**config.mk**
```make
export PLATFORM = sky130hd
export DESIGN_NAME = uart_retx_ctrl
export DESIGN_NICKNAME = d
export VERILOG_FILES = /design/src/rtl/uart_pkg.sv /design/src/rtl/uart_ack_timer.sv /design/src/rtl/uart_retx_ctrl.sv
export SDC_FILE = /design/constraint.sdc
export NUM_CORES = 1
export LEC_CHECK = 0
export BUFFER_PORTS_ARGS = -buffer_cell sky130_fd_sc_hd__buf_2
export CAP_MARGIN = 20
export CORE_MARGIN = 2
export CORE_UTILIZATION = 52
export DETAILED_ROUTE_END_ITERATION = 8
export GPL_ROUTABILITY_DRIVEN = 0
export GPL_TIMING_DRIVEN = 0
export PLACE_DENSITY = 0.85
export SLEW_MARGIN = 10
export SYNTH_ARGS = -nofsm -noshare
export SYNTH_HDL_FRONTEND = slang
export SYNTH_SLANG_ARGS = --single-unit
```
**constraint.sdc**
```tcl
create_clock -name clk -period 2.7 [get_ports clk]
set_clock_uncertainty 0.15 [all_clocks]
set_input_delay 0.675 -clock clk [delete_from_list [all_inputs] [get_ports clk]]
set_output_delay 0.675 -clock clk [all_outputs]
set_load 0.05 [all_outputs]
```
**src/rtl/uart_pkg.sv**
```systemverilog
// Shared UART link definitions: retransmit sequencer state encoding and default acknowledge byte.
package uart_pkg;

  typedef enum logic [2:0] {
    IDLE     = 3'd0,
    SEND     = 3'd1,
    TX_BUSY  = 3'd2,
    TX_DRAIN = 3'd3,
    ACK_WAIT = 3'd4
  } uart_retx_state_t;

  localparam logic [7:0] UART_ACK_BYTE = 8'hCC;

endpackage

```
**src/rtl/uart_ack_timer.sv**
```systemverilog
// Clearable acknowledge-wait up-counter; flags the last cycle of the wait window and holds there.
module uart_ack_timer #(
  parameter int unsigned ACK_TIMEOUT = 10000,
  localparam int unsigned TW = ($clog2(ACK_TIMEOUT) > 0) ? $clog2(ACK_TIMEOUT) : 1
) (
  input  logic clk,
  input  logic rst,
  input  logic clr_i,
  input  logic en_i,
  output logic tc_c_o
);

  logic [TW-1:0] count_q;
  logic [TW-1:0] count_d;

  assign tc_c_o = (count_q == TW'(ACK_TIMEOUT - 1));

  always_comb begin
    count_d = count_q;
    if (clr_i) begin
      count_d = '0;
    end else if (en_i && !tc_c_o) begin
      count_d = count_q + TW'(1);
    end
  end

  always_ff @(posedge clk or posedge rst) begin
    if (rst) begin
      count_q <= '0;
    end else begin
      count_q <= count_d;
    end
  end

endmodule

```
**src/rtl/uart_retx_ctrl.sv**
```systemverilog
// Acknowledged-delivery transmit sequencer: sends one byte through the UART transmitter,
// waits for the acknowledge byte from the receiver and retransmits on timeout.
module uart_retx_ctrl
  import uart_pkg::*;
#(
  parameter int unsigned DATA_WIDTH       = 8,
  parameter int unsigned ACK_TIMEOUT      = 10000,
  parameter int unsigned RETRANSMIT_TIMES = 3,
  parameter logic [DATA_WIDTH-1:0] ACK_BYTE = DATA_WIDTH'(UART_ACK_BYTE),
  localparam int unsigned RW = ($clog2(RETRANSMIT_TIMES + 1) > 0) ? $clog2(RETRANSMIT_TIMES + 1) : 1
) (
  input  logic                  clk,
  input  logic                  rst,
  input  logic                  req_valid,
  input  logic [DATA_WIDTH-1:0] req_data,
  output logic                  req_ready,
  output logic                  done,
  output logic                  fail,
  output logic                  txStart,
  output logic [DATA_WIDTH-1:0] byteForTx,
  input  logic                  txReady,
  input  logic                  rxDone,
  input  logic [DATA_WIDTH-1:0] byteFromRx,
  output logic [RW-1:0]         retry_count,
  output logic [2:0]            state_out
);

  uart_retx_state_t      state_q, state_d;
  logic [DATA_WIDTH-1:0] byte_q, byte_d;
  logic [RW-1:0]         retry_q, retry_d;
  logic                  done_q, done_d;
  logic                  fail_q, fail_d;
  logic                  tx_start_c;
  logic                  tmr_clr;
  logic                  tmr_en;
  logic                  tmr_tc;

  uart_ack_timer #(
    .ACK_TIMEOUT(ACK_TIMEOUT)
  ) u_ack_timer (
    .clk   (clk),
    .rst   (rst),
    .clr_i (tmr_clr),
    .en_i  (tmr_en),
    .tc_c_o(tmr_tc)
  );

  // Next-state and pulse decode; an ACK in the terminal timer cycle wins over the timeout.
  always_comb begin
    state_d    = state_q;
    byte_d     = byte_q;
    retry_d    = retry_q;
    done_d     = 1'b0;
    fail_d     = 1'b0;
    tx_start_c = 1'b0;
    tmr_clr    = 1'b0;
    tmr_en     = 1'b0;
    unique case (state_q)
      IDLE: begin
        if (req_valid) begin
          byte_d  = req_data;
          retry_d = '0;
          state_d = SEND;
        end
      end
      SEND: begin
        tx_start_c = txReady;
        if (txReady) begin
          state_d = TX_BUSY;
        end
      end
      TX_BUSY: begin
        if (!txReady) begin
          state_d = TX_DRAIN;
        end
      end
      TX_DRAIN: begin
        if (txReady) begin
          tmr_clr = 1'b1;
          state_d = ACK_WAIT;
        end
      end
      ACK_WAIT: begin
        tmr_en = 1'b1;
        if (rxDone && (byteFromRx == ACK_BYTE)) begin
          done_d  = 1'b1;
          state_d = IDLE;
        end else if (tmr_tc) begin
          if (retry_q < RW'(RETRANSMIT_TIMES)) begin
            retry_d = retry_q + RW'(1);
            state_d = SEND;
          end else begin
            fail_d  = 1'b1;
            state_d = IDLE;
          end
        end
      end
      default: begin
        state_d = IDLE;
      end
    endcase
  end

  always_ff @(posedge clk or posedge rst) begin
    if (rst) begin
      state_q <= IDLE;
      byte_q  <= '0;
      retry_q <= '0;
      done_q  <= 1'b0;
      fail_q  <= 1'b0;
    end else begin
      state_q <= state_d;
      byte_q  <= byte_d;
      retry_q <= retry_d;
      done_q  <= done_d;
      fail_q  <= fail_d;
    end
  end

  assign req_ready   = (state_q == IDLE);
  assign txStart     = tx_start_c;
  assign byteForTx   = byte_q;
  assign done        = done_q;
  assign fail        = fail_q;
  assign retry_count = retry_q;
  assign state_out   = 3'(state_q);

endmodule

```
==> impl_metrics.env, run 1 <==
export IMPL_power_frac_comb_pct=47.3
export IMPL_track_usage_pct=21.4
export IMPL_grt_pass1_vias=1215
export IMPL_p_sw_uw=798
export IMPL_hpwl_mm=2.29
export IMPL_cts_setup_buffers=0
export IMPL_num_vias=1251
export IMPL_required_ns=2.77
export IMPL_overflow=0
export IMPL_ys_warn_count=0
export IMPL_antenna_found_initial=0
export IMPL_max_clock_path_buffers=2
export IMPL_grt_max_degree=30
export IMPL_cp_max_fo=9
export IMPL_crit_path_end_kind="flip-flop"
export IMPL_via_per_inst=5.79
export IMPL_row_count=19
export IMPL_drive_above_1_share_pct=34.6
export IMPL_synth_edff_count=0
export IMPL_port_buffers=37
export IMPL_grt_pass1_wl_mm=5.35
export IMPL_synthArstFlopShare_pct=100
export IMPL_powerDensity_nw_per_um2=929
export IMPL_die_x_um=57.6
export IMPL_synth_top_area_share_pct=48.6
export IMPL_dp_cells=207
export IMPL_fmaxAchievable_ghz=0.448
export IMPL_leakagePower_nw=0.942
export IMPL_cts_resized=0
export IMPL_slew_violations=0
export IMPL_synth_area_um2=1490
export IMPL_ant_nets=0
export IMPL_drc_errors=0
export IMPL_worst_ep_arrival_time_ns=2.30
export IMPL_synth_area_leaders="dfrtp_1, mux2i_1, mux2_2, nand2_1, nand4_1"
export IMPL_cts_clk_slew_worst_paths_ns=0.10
export IMPL_ys_seq_area_share_pct=48.6
export IMPL_fin_crit_ns=2.23
export IMPL_fp_dieH_um=57.6
export IMPL_drv_cap=0
export IMPL_outcome="finished, final reports clean"
export IMPL_ys_types=37
export IMPL_synth_avg_cell_area_um2=10.7
export IMPL_post_drt_wl_per_cell_um=14.7
export IMPL_start_util_pct=54.6
export IMPL_cp_start_kind="flip-flop"
export IMPL_period_share_pct=82.6
export IMPL_synth_nets=162
export IMPL_first_pass_iters=4
export IMPL_ys_ff_latch=29
export IMPL_critPathKind="reg2reg"
export IMPL_peakVddDrop_uv=801
export IMPL_numCtsBuffers=5
export IMPL_ioPinCount=38
export IMPL_holdWs_ns=0.161
export IMPL_syn_to_final_growth_pct=20.9
export IMPL_cts_tree="done"
export IMPL_cts_sinks=29
export IMPL_seq_power_share_pct=37.6
export IMPL_wl_mm=3.18
export IMPL_ys_flop_type="dfrtp_1"
export IMPL_stdcell_count=216
export IMPL_post_synth_top_area_cell="dfrtp_1"
export IMPL_num_antenna_cells=0
export IMPL_tightest_slew_ns=0.722
export IMPL_fp_coreArea_um2=2730
export IMPL_min_path_type="in2async"
export IMPL_p_int_uw=880
export IMPL_finalHoldViolCount=0
export IMPL_cts_hold_buffers=0
export IMPL_clock_latency_ns=0.33
export IMPL_setup_viol=0
export IMPL_relSlewSlack_pct=51.8
export IMPL_tns_ns=0
export IMPL_nets=207
export IMPL_pwr_share_clk_pct=15.1
export IMPL_rsz0062_at_grt="false"
export IMPL_cts_max_level=2
export IMPL_root_buffer="clkbuf_4"
export IMPL_die_area_um2=3320
export IMPL_drt_iter0_drc=47
export IMPL_syn_inst=139
export IMPL_swShare_pct=47.6
## state kept, by name, indices dropped and copies added, names as in the netlist
| register | count |
|---|---|
| fail | 1 |
| state_out | 3 |
| retry_count | 2 |
| u_ack_timer.count_q | 14 |
| done | 1 |
| byteForTx | 8 |
## synthesized netlist by cell type (all sizes together) (2+ instances only)
cell type and instances:
dfrtp 29, nand2 20, mux2i 10, mux2 9, nand4 7, nor2 7, nand2b 5, nand3 5
nor3 5, a21oi 4, a41o 3, and3 3, buf 3, inv 3, and2 2, clkbuf 2
ha 2, nor3b 2, nor4 2, or3 2
## power by group through the flow
stage	Combinational, mW	Clock, mW	Sequential, mW
floorplan	0.326	0	0.919
global placement	0.769	0	0.630
detailed placement	0.794	0	0.637
CTS	0.794	0.261	0.632
global route	0.838	0.277	0.646
finish	0.794	0.254	0.630
## metal layers
metal  up-vias  GRT usage, %  share of wire, %
met1       604          26.9                45
met5         -             0                 0
met3        12          5.44               6.1
met2        40          33.6                46
li1        595             -                 -
met4         0          11.6               2.6
## through the flow
step / worst slack [ns] / utilization, % / cell area (µm²) / total power [mW]
6_report: 0.470 / 66.1 / 1810 / 1.68
5_1_grt: 0.355 / 66.1 / 1810 / 1.76
4_1_cts: 0.456 / 65.1 / 1780 / 1.69
3_5_place_dp: 0.470 / 63.2 / 1730 / 1.43
3_3_place_gp: 0.508 / 63.2 / 1730 / 1.40
2_1_floorplan: 0.100 / - / 1500 / 1.25
## final cells by class
cell class              count  area (µm²)
inverters                   3        11.3
flip-flops and latches     29         726
plain buffers               5        28.8
clock buffers               6        41.3
multi-input cells         102         738
fillers                   215         927
repair buffers             38         213
well taps                  31        38.8
clock inverters             2        10.0
## worst max-delay path, stage by stage (launching register included)
cell and delay, ns:
dfrtp_1 0.42, ha_1 0.18, and2_1 0.11, buf_2 0.20, nand4_1 0.18, or4b_4 0.58
mux2_4 0.31
## layout by cell type (no fill, tap or decap), drive strengths merged
cell type  count
xnor2          1
dfrtp         29
clkbuf         8
a41o           3
nor3           5
buf           41
nand3          5
inv            2
nor4b          1
o21ai          1
o211a          1
nand4b         1
mux2           9
and3           3
a31oi          1
nand2         20
a21oi          4
clkinv         3
nor2b          1
nor2           7
nand2b         5
ha             2
or4b           1
nor4bb         1
or3b           1
a311oi         1
nor3b          2
nand4          7
nor4           2
mux2i         10
and2           2
xor2           1
a41oi          1
and4bb         1
or3            2
## cell families (layout without fill, tap and decap cells)
family / Yosys count / after routing / synth area share (%)
flip-flops: 29 / 29 / 48.6
multiplexers: 19 / 19 / 13.7
AO/OA/AOI/OAI: 12 / 12 / 6.45
buffers and inverters: 8 / 54 / 2.68
AND/OR/NAND/NOR: 67 / 67 / 25.7
XOR/XNOR: 2 / 2 / 1.17
adder cells (fa/ha/maj): 2 / 2 / 1.67
## path summary, 6_finish.rpt
kind                                           end                    from  slack, ns  cells past startpoint
max                                 retry_count[1]  u_ack_timer.count_q[0]       0.47                      6
min                        u_ack_timer.count_q[10]                     rst       0.16                      2
max reg2reg                         retry_count[1]  u_ack_timer.count_q[0]       0.47                      6
min reg2reg                           byteForTx[7]            byteForTx[7]       0.36                      1
max in group asynchronous             state_out[1]                     rst       1.81                      3
min in group clk                      byteForTx[7]            byteForTx[7]       0.36                      1
(Power assumes the default switching activity.)
==> run 2, diff against run 1 <==
--- a/config.mk
+++ b/config.mk
@@ -8,11 +8,11 @@
 export BUFFER_PORTS_ARGS = -buffer_cell sky130_fd_sc_hd__buf_2
 export CAP_MARGIN = 20
 export CORE_MARGIN = 2
-export CORE_UTILIZATION = 52
+export CORE_UTILIZATION = 47
 export DETAILED_ROUTE_END_ITERATION = 8
 export GPL_ROUTABILITY_DRIVEN = 0
 export GPL_TIMING_DRIVEN = 0
-export PLACE_DENSITY = 0.85
+export PLACE_DENSITY = 0.82
 export SLEW_MARGIN = 10
 export SYNTH_ARGS = -nofsm -noshare
 export SYNTH_HDL_FRONTEND = slang
==> constraint.sdc (replaced) <==
create_clock -name clk -period 2 [get_ports clk]
set_clock_uncertainty 0.15 [all_clocks]
set_input_delay 0.5 -clock clk [delete_from_list [all_inputs] [get_ports clk]]
set_output_delay 0.5 -clock clk [all_outputs]
set_load 0.05 [all_outputs]
==> impl_metrics.env, run 2 (synthesis gave the netlist of run 1 again) <==
export IMPL_peakVddDrop_uv=679
export IMPL_grt_pass1_vias=1287
export IMPL_port_buffers=37
export IMPL_hold_end="byteForTx[2]"
export IMPL_critPathKind="reg2reg"
export IMPL_root_buffer="clkbuf_4"
export IMPL_cts_tree="done"
export IMPL_via_per_inst=5.64
export IMPL_die_area_um2=3650
export IMPL_cts_clk_slew_worst_paths_ns=0.09
export IMPL_period_share_pct=102
export IMPL_fmaxAchievable_ghz=0.488
export IMPL_regToRegEndpoint="retry_count[1]"
export IMPL_grt_max_degree=30
export IMPL_grt_pass1_wl_mm=5.39
export IMPL_cp_max_fo=6
export IMPL_required_ns=2.08
export IMPL_setup_viol=3
export IMPL_first_pass_iters=4
export IMPL_drt_iter0_drc=108
export IMPL_leakagePower_nw=1.07
export IMPL_nets=227
export IMPL_min_path_type="in2reg"
export IMPL_worst_ep_arrival_time_ns=2.13
export IMPL_hold_depth=2
export IMPL_wl_mm=3.79
export IMPL_antenna_found_initial=0
export IMPL_fp_dieH_um=60.4
export IMPL_layout_common_cells="buf_2, dfrtp_1, nand2_1, buf_4, mux2i_1"
export IMPL_p_total_mw=2.58
export IMPL_stdcell_count=249
export IMPL_track_usage_pct=20.3
export IMPL_syn_to_final_growth_pct=39.4
export IMPL_ioPinCount=38
export IMPL_hpwl_mm=2.36
export IMPL_worstRegToRegCells=6
export IMPL_drv_cap=0
export IMPL_cts_max_level=2
export IMPL_drive_above_1_share_pct=43.9
export IMPL_cts_sinks=29
export IMPL_num_vias=1405
export IMPL_die_x_um=60.4
export IMPL_final_core_util_pct=68.8
export IMPL_relSlewSlack_pct=65.2
export IMPL_violations="setup timing"
export IMPL_powerDensity_nw_per_um2=1240
export IMPL_largest_register_ffs=14
export IMPL_clock_latency_ns=0.33
export IMPL_fp_coreArea_um2=3030
export IMPL_r2r_start="u_ack_timer.count_q[1]"
export IMPL_rsz0062_at_grt="true"
export IMPL_cp_start_kind="flip-flop"
export IMPL_row_count=20
export IMPL_fin_crit_ns=2.05
export IMPL_ant_nets=0
export IMPL_dp_cells=220
export IMPL_finalHoldViolCount=0
export IMPL_overflow=0
export IMPL_max_clock_path_buffers=2
export IMPL_outcome="finished with violations"
export IMPL_post_drt_wl_per_cell_um=15.2
export IMPL_tightest_slew_ns=0.520
export IMPL_fin_ws_ns=-0.0497
export IMPL_rrSetupSlack_ns=-0.05
export IMPL_crit_path_end_kind="flip-flop"
export IMPL_start_util_pct=49.3
export IMPL_slew_violations=0
export IMPL_drc_errors=0
export IMPL_layout_commonest_cell="buf_2"
export IMPL_top_register="u_ack_timer.count_q"
export IMPL_numCtsBuffers=5
export IMPL_min_delay_start="req_data[2]"
export IMPL_num_antenna_cells=0
run 2: where the power goes:
part | total, mW | leakage (nW) | switching [mW] | internal (mW)
Clock | 0.364 | 0.0326 | 0.191 | 0.173
Combinational | 1.35 | 0.661 | 0.835 | 0.513
Sequential | 0.865 | 0.378 | 0.128 | 0.737
Total | 2.58 | 1.07 | 1.15 | 1.42
run 2: how the worst max path moves through the flow:
| stage | start | to | slack, ns | cells past startpoint |
|---|---|---|---|---|
| finish | u_ack_timer.count_q[1] | retry_count[1] | -0.05 | 6 |
| global route | u_ack_timer.count_q[1] | retry_count[1] | -0.1 | 6 |
| CTS | state_out[1] | retry_count[1] | -0.06 | 3 |
| detailed placement | u_ack_timer.count_q[0] | retry_count[1] | -0.17 | 6 |
| global placement | u_ack_timer.count_q[0] | retry_count[1] | -0.13 | 6 |
| floorplan | state_out[1] | retry_count[1] | -0.16 | 4 |
run 2: layout make-up:
cell class                 instances  area (µm²)
multi-input combinational        102         806
tap                               44        55.1
clock buffer                       8        58.8
sequential                        29         729
fill                             230         945
inverter                           3        11.3
buffer                             4        40.0
timing repair buffer              59         383
run 2: timing repair:
| item | 4_1_cts | 5_1_grt |
|---|---|---|
| pin swaps | 4 | 1 |
| hold buffers | 0 | 1 |
| endpoints found under the setup margin | 6 | 12 |
| setup buffers | 7 | 13 |
| endpoints found under the hold margin | 0 | 7 |
| cloned | 0 | 0 |
| resized for setup | 1 | 10 |
run 2: stage by stage:
step | setup WS, ns | hold slack, ns | instance area (µm²) | TNS, ns
after floorplan | -0.155 | 0.322 | 1570 | -1.08
after global placement | -0.134 | 0.334 | 1810 | -0.140
after detailed placement | -0.166 | 0.337 | 1810 | -0.397
after CTS | -0.0568 | 0.232 | 1910 | -0.0894
after global routing | -0.0957 | 0.227 | 2080 | -0.290
final | -0.0497 | 0.239 | 2080 | -0.102
run 2: critical path, cell delays in order, from the launching register on:
cell and delay, ns:
dfrtp_1 0.37, ha_2 0.19, and2_1 0.15, buf_6 0.13, nand4_1 0.12, or4b_4 0.53, mux2_4 0.31
run 2: per-layer routing:
metal	GRT usage [%]	wire length, µm	share of wire (%)	up-vias
li1	-	-	-	637
met1	21.8	1480	39	687
met2	36.0	1950	51	67
met3	5.12	276	7.3	14
met4	11.7	88	2.3	0
met5	0	0	0	-
